<file path="config.mk">
export PLATFORM = sky130hd
export DESIGN_NAME = sprite_move_ctl
export DESIGN_NICKNAME = d
export VERILOG_FILES = /design/src/rtl/sprite_move_ctl.sv
export SDC_FILE = /design/constraint.sdc
export NUM_CORES = 1
export LEC_CHECK = 0
export BUFFER_PORTS_ARGS = -buffer_cell sky130_fd_sc_hd__buf_4
export CAP_MARGIN = 5
export CELL_PAD_IN_SITES_DETAIL_PLACEMENT = 2
export CELL_PAD_IN_SITES_GLOBAL_PLACEMENT = 2
export CORE_ASPECT_RATIO = 2
export CORE_MARGIN = 2
export CORE_UTILIZATION = 38
export CTS_CLUSTER_SIZE = 24
export DETAILED_ROUTE_END_ITERATION = 6
export MAX_ROUTING_LAYER = met4
export PLACE_DENSITY = 0.87
export SLEW_MARGIN = 0
export SYNTH_ARGS = -nofsm -noshare
export SYNTH_HDL_FRONTEND = slang
export SYNTH_SLANG_ARGS = --single-unit
</file>
<file path="constraint.sdc">
create_clock -name clk -period 7 [get_ports clk]
set_clock_uncertainty 0.15 [all_clocks]
set_input_delay 0.7 -clock clk [delete_from_list [all_inputs] [get_ports clk]]
set_output_delay 0.7 -clock clk [all_outputs]
set_load 0.01 [all_outputs]
</file>
<file path="src/rtl/sprite_move_ctl.sv">
// Per-frame sprite position controller: samples buttons on the vblnk rising edge
// and updates xpos/ypos with saturating walk and a GROUND/RISE/FALL jump FSM.
module sprite_move_ctl #(
    parameter int unsigned X_INIT   = 100,
    parameter int unsigned Y_GROUND = 536,
    parameter int unsigned X_MAX    = 752,
    parameter int unsigned STEP_X   = 2,
    parameter int unsigned JUMP_V   = 12,
    parameter int unsigned V_MAX    = 15
) (
    input  logic        clk,
    input  logic        rst,
    input  logic        vblnk,
    input  logic        en,
    input  logic        btn_left,
    input  logic        btn_right,
    input  logic        btn_jump,
    output logic [11:0] xpos,
    output logic [11:0] ypos,
    output logic        airborne,
    output logic        frame_tick
);

    typedef enum logic [1:0] {GROUND, RISE, FALL} vstate_e;

    localparam logic signed [12:0] STEP_S  = 13'(STEP_X);
    localparam logic signed [12:0] XMAX_S  = 13'(X_MAX);
    localparam logic signed [12:0] YG_S    = 13'(Y_GROUND);
    localparam logic        [11:0] XMAX_12 = 12'(X_MAX);
    localparam logic        [11:0] YG_12   = 12'(Y_GROUND);
    localparam logic        [11:0] XINIT_12 = 12'(X_INIT);
    localparam logic        [5:0]  JUMP_V6 = 6'(JUMP_V);
    localparam logic        [5:0]  VMAX_V6 = 6'(V_MAX);

    vstate_e            state_q;
    logic               vblnk_q;
    logic        [11:0] xpos_q;
    logic        [11:0] ypos_q;
    logic        [5:0]  vel_q;
    logic               airborne_q;
    logic               frame_tick_q;

    logic               tick;
    logic signed [12:0] x_ext;
    logic signed [12:0] x_sum;
    logic        [11:0] x_d;
    logic signed [12:0] y_ext;
    logic signed [12:0] v_ext;
    logic signed [12:0] y_up;
    logic signed [12:0] y_dn;
    logic        [11:0] rise_y_d;
    logic        [5:0]  vel_inc;

    assign tick = vblnk & ~vblnk_q & en;

    always_comb begin
        x_ext = signed'({1'b0, xpos_q});
        x_sum = x_ext;
        x_d   = xpos_q;
        if (btn_left && !btn_right) begin
            x_sum = x_ext - STEP_S;
            x_d   = x_sum[12] ? '0 : x_sum[11:0];
        end else if (btn_right && !btn_left) begin
            x_sum = x_ext + STEP_S;
            x_d   = (x_sum > XMAX_S) ? XMAX_12 : x_sum[11:0];
        end

        y_ext    = signed'({1'b0, ypos_q});
        v_ext    = signed'({7'b0, vel_q});
        y_up     = y_ext - v_ext;
        y_dn     = y_ext + v_ext;
        rise_y_d = y_up[12] ? '0 : y_up[11:0];
        vel_inc  = (vel_q >= VMAX_V6) ? VMAX_V6 : vel_q + 6'd1;
    end

    always_ff @(posedge clk) begin
        if (rst) begin
            vblnk_q      <= 1'b1;
            xpos_q       <= XINIT_12;
            ypos_q       <= YG_12;
            vel_q        <= '0;
            state_q      <= GROUND;
            airborne_q   <= 1'b0;
            frame_tick_q <= 1'b0;
        end else begin
            vblnk_q      <= vblnk;
            frame_tick_q <= tick;
            if (tick) begin
                xpos_q <= x_d;
                unique case (state_q)
                    GROUND: begin
                        // Launch tick leaves ypos on the ground; motion starts next frame.
                        ypos_q <= YG_12;
                        vel_q  <= '0;
                        if (btn_jump) begin
                            state_q    <= RISE;
                            vel_q      <= JUMP_V6;
                            airborne_q <= 1'b1;
                        end
                    end
                    RISE: begin
                        ypos_q <= rise_y_d;
                        if (vel_q == 6'd1) begin
                            state_q <= FALL;
                            vel_q   <= 6'd1;
                        end else begin
                            vel_q <= vel_q - 6'd1;
                        end
                    end
                    FALL: begin
                        if (y_dn >= YG_S) begin
                            ypos_q     <= YG_12;
                            vel_q      <= '0;
                            state_q    <= GROUND;
                            airborne_q <= 1'b0;
                        end else begin
                            ypos_q <= y_dn[11:0];
                            vel_q  <= vel_inc;
                        end
                    end
                    default: state_q <= GROUND;
                endcase
            end
        end
    end

    assign xpos       = xpos_q;
    assign ypos       = ypos_q;
    assign airborne   = airborne_q;
    assign frame_tick = frame_tick_q;

endmodule

</file>
==> metrics.md <==
| Metric | Value |
|---|---|
| Final setup fails | `0` |
| Yosys cell types | `77` |
| Number of port buffers | `31` |
| DR WL/cell | `24.0 um` |
| Most common cell after layout, fill and taps aside | `nand2_1` |
| Power per cell area | `124 mW/mm^2` |
| Top_reg_cell synth | `dfxtp_1` |
| Final Power | `0.459 mW` |
| CP endpoint kind | `flop` |
| Antenna-violating nets left | `0` |
| Synth Instances | `454` |
| Yosys reg bits | `34` |
| Post-synthesis mux area share | `0.594%` |
| First-pass iteration count of the detailed router | `4` |
| Dpl hpwl | `10400 um` |
| Setup TNS | `0 ns` |
| Die H | `137 um` |
| CP startpoint kind | `flop` |
| Max_slew headroom | `24.6%` |
| Worst-path maximum fanout | `13` |
| Area Growth Syn to Fin | `10.3%` |
| Outcome | `finished, final reports clean` |
| Min cycle time layout | `3.66 ns` |
| Clock slew at reported path FFs | `0.06 ns` |
| # fillers | `1043` |
| Synth Cell Area | `0.00337 mm^2` |
| Largest net degree at the start of global routing | `29` |
| Post-Synth XOR/XNOR Area | `3.90%` |
| Required @ worst endpoint | `7.03 ns` |
| Die area | `0.00969 mm^2` |
| CTS buffer count | `5` |
| Fin crit share | `52.3%` |
| Slew @ Worst Pin | `1.12 ns` |
| RSZ-0062 raised after global routing | `no` |
| CP Class | `flop to flop` |
| Simple-Gate Fraction of Synth Area | `26.1%` |
| Yosys warns | `0` |
| Worst VDD drop | `0.0719 mV` |
| Root Driver | `clkbuf_16` |
| Data arrival, critical path | `3.69 ns` |
| Post-Synth Adder-Cell Area | `9.73%` |
| Htree depth | `2` |
| Max_cap viols | `0` |
| Post-Syn Nets | `486` |
| Max-slew violations | `0` |
| Seq/Total Area, Yosys | `20.2%` |
| Clock sinks | `34` |
| Vias in the first global route | `4128` |
| Mean cell area of the mapped netlist | `7.42 um^2` |
| Placeable core area | `0.00865 mm^2` |
| Post-synth EDFFs | `0` |
| GRT Util Overall | `28.9%` |
| Initial antenna violation count | `0` |
| Ys async rst share | `0%` |
| Post-CTS setup buffer count | `0` |
| Initial Utilization | `39.0%` |
| Post_cts resized | `0` |
| ANT cells | `0` |
| Via total after detailed routing | `3668` |
| First-pass GRT wire length | `21100 um` |
| GPL Wtd Cong | `0.909` |
| Top achievable clock speed | `273 MHz` |
| Share of layout cells above drive strength 1 | `13.3%` |
| Starting DRC count in detailed routing | `167` |
| Routed Wire Length | `13400 um` |
| CTS tree | `done` |
| Min-Delay Path Class | `flop to flop` |
| GRT overflow | `0` |
| NumNets Final | `491` |
| Most frequent cells in the layout | `nand2_1, dfxtp_1, buf_4, nor2_1, inv_1` |
| Hold buffer count at cts | `0` |
| Rows | `48` |
| I/O Pins | `33` |
| Die X | `70.6 um` |
| Largest family of logic cells by synthesized area | `compound AO/OA/AOI/OAI gates` |
| Synth Area in Compound Gates | `31.1%` |
| Pleak | `1.37 nW` |
| Clk_lat worst skew | `0.29 ns` |
| DR vias/cell | `6.57` |
| Clock Tree Buf Depth | `2` |
| Residual DRC | `0` |
| Final Hold Vio Count | `0` |
## state kept, by name, indices dropped and copies added, names as in the netlist
name / count
ypos: 12
vblnk_q: 1
frame_tick: 1
xpos: 11
vel_q: 6
airborne: 1
state_q: 2
## kinds of logic after synthesis
group                      after synthesis
buffers and inverters                   65
other                                    1
DFF                                     34
and+or+nand+nor                        167
xor gates and xnor gates                15
adders and majority gates               25
muxes                                    2
AOI/OAI and AO/OA                      145
## per-layer routing
metal	track usage, %	vias up	share of wire, %
met4	20.1	0	6.8
met1	24.0	1850	33
met2	57.9	83	59
met5	-	-	0
li1	-	1679	-
met3	2.34	56	1.5
## through the flow
stage                     std cells  instance area (um^2)  hold slack, ns  utilization (%)  setup slack, ns
after floorplan                 454                  3370           0.316                -             4.11
after global placement          552                  3580           0.334             41.4             3.59
after detailed placement        552                  3580           0.349             41.4             3.37
after CTS                       558                  3720           0.367             43.0             3.35
after global routing            558                  3720           0.381             43.0             3.17
final                           558                  3720           0.361             43.0             3.34
## critical path, stage by stage (launching register included)
cell	delay, ns
dfxtp_1	0.43
ha_1	0.27
fa_1	0.43
nor2b_1	0.18
o21ai_1	0.24
and3_1	0.29
mux2i_1	0.15
o41ai_4	0.79
a41oi_1	0.22
a2111oi_1	0.39
## power breakdown
group,switching [mW],internal [mW]
logic,0.0252,0.0122
clock network,0.0860,0.138
registers,0.00321,0.195
## cell usage after synthesis (3+ instances only)
library cell  count  area [um^2]
a21oi_1          27          135
clkbuf_1         20         75.1
nand3b_1          4         30.0
nand4_1           6         37.5
o21a_1            5         37.5
nand3_1          23          115
nand2b_1          7         43.8
a22oi_1           3         22.5
dfxtp_1          34          681
buf_4             5         37.5
or4_1             4         30.0
nor3b_1           3         22.5
ha_1             23          288
a31oi_1          10         62.6
nor3_1           14         70.1
xnor2_1           9         78.8
buf_2             7         35.0
a311oi_1          4         35.0
nor4_1            5         31.3
nand2_1          36          135
xor2_1            6         52.6
or3_1             7         43.8
o22ai_1          10         62.6
nor2b_1           5         31.3
o211ai_1          6         45.0
o21ai_0          26          130
nor2_1           31          116
a211oi_1          7         52.6
o31ai_1           5         37.5
and3_1            5         31.3
or2_2             6         37.5
a221oi_1          3         26.3
inv_1            29          109
## cell type report
| type | count | area (um^2) | share of cell area (%) |
|---|---|---|---|
| well taps | 100 | 125 | 3.37 |
| multi-input cells | 355 | 2410 | 64.9 |
| flip-flops and latches | 34 | 681 | 18.3 |
| clock buffers | 6 | 139 | 3.74 |
| inverters | 30 | 113 | 3.03 |
| repair buffers | 33 | 248 | 6.66 |
## worst paths after layout
check	start	to	slack, ns	depth (start not counted)
worst max-delay path	vel_q[0]	ypos[2]	3.34	9
worst min-delay path	vel_q[5]	vel_q[5]	0.36	2
worst max register to register	vel_q[0]	ypos[2]	3.34	9
worst min register to register	vel_q[5]	vel_q[5]	0.36	2
No activity file was read; power rests on OpenSTA's default activity.
